--- src/rtl/pipe_stage_skid.sv ---
// Inter-stage pipeline register with 2-entry skid buffer, flush and bubble gating.
// Optional perf counters enabled by defining PIPE_STAGE_PERF_EN.
module pipe_stage_skid #(
    parameter int CTRL_W = 2,
    parameter int DATA_W = 16,
    parameter int DST_W  = 3,
    parameter int CNT_W  = 16
) (
    input  logic              clk,
    input  logic              rst,
    input  logic              flush,
    input  logic              in_valid,
    output logic              in_ready,
    input  logic [CTRL_W-1:0] in_ctrl,
    input  logic [DATA_W-1:0] in_data,
    input  logic [DST_W-1:0]  in_dst,
    output logic              out_valid,
    input  logic              out_ready,
    output logic [CTRL_W-1:0] out_ctrl,
    output logic [DATA_W-1:0] out_data,
    output logic [DST_W-1:0]  out_dst
`ifdef PIPE_STAGE_PERF_EN
    ,
    output logic [CNT_W-1:0]  stall_cnt,
    output logic [CNT_W-1:0]  bubble_cnt
`endif
);

    typedef enum logic [1:0] {
        ST_EMPTY,
        ST_ONE,
        ST_TWO
    } state_t;

    state_t              r_state;
    state_t              w_state_nxt;
    logic [CTRL_W-1:0]   r_m_ctrl;
    logic [DATA_W-1:0]   r_m_data;
    logic [DST_W-1:0]    r_m_dst;
    logic [CTRL_W-1:0]   r_s_ctrl;
    logic [DATA_W-1:0]   r_s_data;
    logic [DST_W-1:0]    r_s_dst;
    logic                w_acc;
    logic                w_drn;
    logic                w_ld_m_in;
    logic                w_ld_s_in;
    logic                w_m_from_s;

    // in_ready is a pure decode of the state register: no in->out comb path
    assign in_ready  = (r_state != ST_TWO);
    assign out_valid = (r_state != ST_EMPTY);
    assign w_acc     = in_valid && in_ready;
    assign w_drn     = out_valid && out_ready;

    assign out_ctrl  = out_valid ? r_m_ctrl : '0;
    assign out_data  = r_m_data;
    assign out_dst   = r_m_dst;

    always_comb begin
        w_state_nxt = r_state;
        w_ld_m_in   = 1'b0;
        w_ld_s_in   = 1'b0;
        w_m_from_s  = 1'b0;
        case (r_state)
            ST_EMPTY: begin
                if (w_acc) begin
                    w_ld_m_in   = 1'b1;
                    w_state_nxt = ST_ONE;
                end
            end
            ST_ONE: begin
                if (w_acc && w_drn) begin
                    w_ld_m_in = 1'b1;
                end else if (w_acc) begin
                    w_ld_s_in   = 1'b1;
                    w_state_nxt = ST_TWO;
                end else if (w_drn) begin
                    w_state_nxt = ST_EMPTY;
                end
            end
            ST_TWO: begin
                if (w_drn) begin
                    w_m_from_s  = 1'b1;
                    w_state_nxt = ST_ONE;
                end
            end
            default: w_state_nxt = ST_EMPTY;
        endcase
    end

    // Flush and reset both return to an all-zero bubble
    always_ff @(posedge clk) begin
        if (rst || flush) begin
            r_state  <= ST_EMPTY;
            r_m_ctrl <= '0;
            r_m_data <= '0;
            r_m_dst  <= '0;
            r_s_ctrl <= '0;
            r_s_data <= '0;
            r_s_dst  <= '0;
        end else begin
            r_state <= w_state_nxt;
            if (w_ld_m_in) begin
                r_m_ctrl <= in_ctrl;
                r_m_data <= in_data;
                r_m_dst  <= in_dst;
            end else if (w_m_from_s) begin
                r_m_ctrl <= r_s_ctrl;
                r_m_data <= r_s_data;
                r_m_dst  <= r_s_dst;
            end
            if (w_ld_s_in) begin
                r_s_ctrl <= in_ctrl;
                r_s_data <= in_data;
                r_s_dst  <= in_dst;
            end
        end
    end

`ifdef PIPE_STAGE_PERF_EN
    // Saturating counters; flush deliberately leaves them alone
    always_ff @(posedge clk) begin
        if (rst) begin
            stall_cnt  <= '0;
            bubble_cnt <= '0;
        end else begin
            if (out_valid && !out_ready && (stall_cnt != '1))
                stall_cnt <= stall_cnt + CNT_W'(1);
            if (!out_valid && (bubble_cnt != '1))
                bubble_cnt <= bubble_cnt + CNT_W'(1);
        end
    end
`else
    localparam int unused_cnt_w = CNT_W;
`endif

endmodule

--- config.mk ---
export PLATFORM = sky130hd
export DESIGN_NAME = pipe_stage_skid
export DESIGN_NICKNAME = d
export VERILOG_FILES = /design/src/rtl/pipe_stage_skid.sv
export SDC_FILE = /design/constraint.sdc
export NUM_CORES = 1
export LEC_CHECK = 0
export BUFFER_PORTS_ARGS = -buffer_cell sky130_fd_sc_hd__buf_4
export CAP_MARGIN = 20
export CORE_ASPECT_RATIO = 0.9
export CORE_MARGIN = 2
export CORE_UTILIZATION = 52
export DETAILED_ROUTE_END_ITERATION = 8
export GPL_TIMING_DRIVEN = 1
export PLACE_DENSITY = 0.74
export SLEW_MARGIN = 10
export SYNTH_ARGS = -nofsm -noshare
export SYNTH_HDL_FRONTEND = slang
export SYNTH_SLANG_ARGS = --single-unit
--- constraint.sdc ---
create_clock -name clk -period 1.67 [get_ports clk]
set_input_delay 0.334 -clock clk [delete_from_list [all_inputs] [get_ports clk]]
set_output_delay 0.334 -clock clk [all_outputs]
set_load 0.05 [all_outputs]
==> run summary <==
Met1 Track Usage GR: 0.331
Initial Utilization: 0.536
Synth Flop Type: dfxtp_1
Most area-hungry cell type in the Yosys netlist: dfxtp_1
Ys Warns: 0
Post-layout nets: 306
Clock sinks: 44
Total global routing overflow: 0
Final worst hold slack: 0.270 ns
Max Slew Vio Count: 0
Ranking of synthesized cells by area: dfxtp_1 (45%), nand2_1 (8.8%), a211oi_1 (8.4%), a311oi_1 (8.1%), a21oi_1 (5.9%)
Layout cell share with drive strength beyond 1: 0.278
Dpl cell area: 0.00240 mm²
Area grow syn2layout: 29.0%
Seq pwr share: 0.491
Ant diodes: 0
I/O Buffers: 48
Post-CTS Hold Buffers: 0
Ys async rst share: 0
WHS Path Cells: 2
WP data arrival: 1.26 ns
Reg2reg path depth: 4
CTS H-tree depth: 2
Initial DRC Count: 145
First-pass GRT wire length: 7730 µm
RSZ-0062 raised after global routing: false
Pin count of the biggest net entering global routing: 45
Reg2reg end: out_dst[0]
Worst Path Required: 1.34 ns
Vias: 1889
Met3 GRT Util: 0.0507
Clock root cell: clkbuf_8
Vias/cell: 5.78
Mapped Area: 0.00196 mm²
Initial DRT Pass Iterations: 4
Worst reg-to-reg setup slack: 0.26 ns
Least-Margin Pin Slew: 0.259 ns
Syn Nets: 262
Total GRT Usage: 0.230
Yosys cell types: 23
Final setup vio count: 0
Fin Setup TNS: 0 ns
GRT met2 Usage: 0.346
Layer with the highest usage: met2
Worst setup SP type: flip-flop
Core area: 0.00365 mm²
Final instance area: 0.00252 mm²
Max stage delay cell, worst path: dfxtp_4
# DRC: 0
PwrDens: 879 mW/mm²
Count leader, synth: nand2_1
Crit path cell chain: or2_4 > and2_1 > buf_6
Skew-Pair Late Insertion Delay: 0.29 ns
Hold path start: out_ready
Crit end category: output pin
TritonCTS buffer count: 5
Crit path buf inv count: 1
EDFF count, synth: 0
Post-synthesis register bit count: 44
Worst path max stage delay: 0.38 ns
Combinational fraction of design power: 0.158
Period Utilization, post-route: 0.954
Relative slew slack: 0.827
Post-route ant nets: 0
Net Sw Frac: 0.253
Per-cell routed wire length: 14.2 µm
Synthesized area per cell: 8.29 µm²
I/O pin cnt: 49
TritonCTS clock tree: done
Hold Path Class: input pin to flip-flop
Synth top area share: 0.450
CP top delay family: simple AND/OR/NAND/NOR gates
Die area: 0.00427 mm²
Status: completed
GPL Wtd Cong: 0.776
Die Wd: 68.7 µm
Internal Power: 1.66 mW
Chip height: 62.2 µm
Fin util: 0.691
Total wire length: 4640 µm
Leakage: 0.923 nW
CP Class: flip-flop to output pin
Top post-synthesis cells by count: nand2_1 (46), dfxtp_1 (44), a21oi_1 (23)
Final hold vios: 0
Seq/Total Area, Yosys: 0.450
Post CTS Setup Buffer Count: 0
Fmax: 628 MHz
Power Total: 2.22 mW
Vias in the first global route: 1711
Rows: 21
Clk slew on worst S/H paths: 0.07 ns
Worst r2r src: r_state[0]
Clk pwr share: 0.352
P_sw: 562 µW
Detailed placer's ending HPWL: 3080 µm
Final clock skew: 0.00343 ns
Cells after Synth: 236
Buffer depth of the longest clock path: 2
Crit Path Max Fanout: 9
Max-cap violation count: 0
Hold EP: r_state[1]
Maximum vdd drop: 550 µV
Initial antenna violation count: 0
Tmin final: 1.59 ns
power groups by stage:
stage	Combinational (mW)	Sequential [mW]	Clock (mW)
6_report	0.350	1.09	0.780
5_1_grt	0.376	1.09	0.856
2_1_floorplan	0.146	1.18	0
3_3_place_gp	0.348	1.12	0
3_5_place_dp	0.349	1.12	0
4_1_cts	0.351	1.09	0.799
per-layer routing:
metal	wire (µm)	up-vias	part of all wire
met5	0	-	0
met1	2130	881	0.46
met4	29	0	0.0062
li1	-	944	-
met2	2220	60	0.48
met3	257	4	0.055
worst register-to-register path: cells and delay by family (launching register included):
family,cells,cell delay (ns)
buffers and inverters,1,0.20
and+or+nand+nor,1,0.22
AOI/OAI and AO/OA,2,0.49
DFF,1,0.40
layout by cell type (no fill, tap or decap), drive strengths merged:
cell type / instances
a211oi: 22
a21o: 1
a21oi: 23
a311oi: 18
and2: 2
and3b: 1
buf: 63
bufinv: 1
clkbuf: 6
clkinv: 1
dfxtp: 44
mux2i: 3
nand2: 46
nand2b: 3
nand3: 18
nor2b: 2
nor3: 3
nor4bb: 1
o21ai: 18
o21ba: 1
or2: 2
or3b: 1
or4bb: 1
flip-flops by register name (all words and copies together), names as in the netlist:
signal	count
r_s_ctrl	2
r_m_ctrl	2
out_dst	3
r_s_dst	3
r_s_data	16
out_data	16
r_state	2
worst max path at each step:
stage                        endpoint  slack [ns]  depth (start not counted)  startpoint
after detailed placement   out_dst[0]        0.20                          5   out_ready
final                     out_ctrl[0]        0.08                          3  r_state[1]
after global placement    out_ctrl[0]        0.23                          3  r_state[1]
after global routing      out_ctrl[0]        0.04                          3  r_state[1]
after CTS                 out_ctrl[0]        0.07                          3  r_state[0]
after floorplan           out_ctrl[0]        0.15                          2  r_state[1]
timing repair:
item / in CTS / in global routing
endpoints found under the hold margin: 0 / 0
pin swaps: 0 / 0
gates resized for setup: 5 / 1
setup endpoints to repair: 2 / 1
logic make-up after synthesis:
| logic type | count (synthesis) | synth area share |
|---|---|---|
| and+or+nand+nor | 80 | 0.191 |
| muxes | 3 | 0.0153 |
| DFF | 44 | 0.450 |
| buffers and inverters | 26 | 0.0652 |
| AOI/OAI and AO/OA | 83 | 0.279 |
cell type report:
type                    count  area, µm²
repair buffers             63        505
well taps                  46       57.6
clock inverters             2       35.0
clock buffers               6       72.6
multi-input cells         166        968
flip-flops and latches     44        886
fillers                   331       1130
metrics by stage:
step                      instances  worst slack [ns]
final                           327            0.0772
after global routing            327            0.0357
after CTS                       327            0.0665
after detailed placement        319             0.197
after global placement          319             0.227
after floorplan                 236             0.149
(Power assumes the default switching activity.)
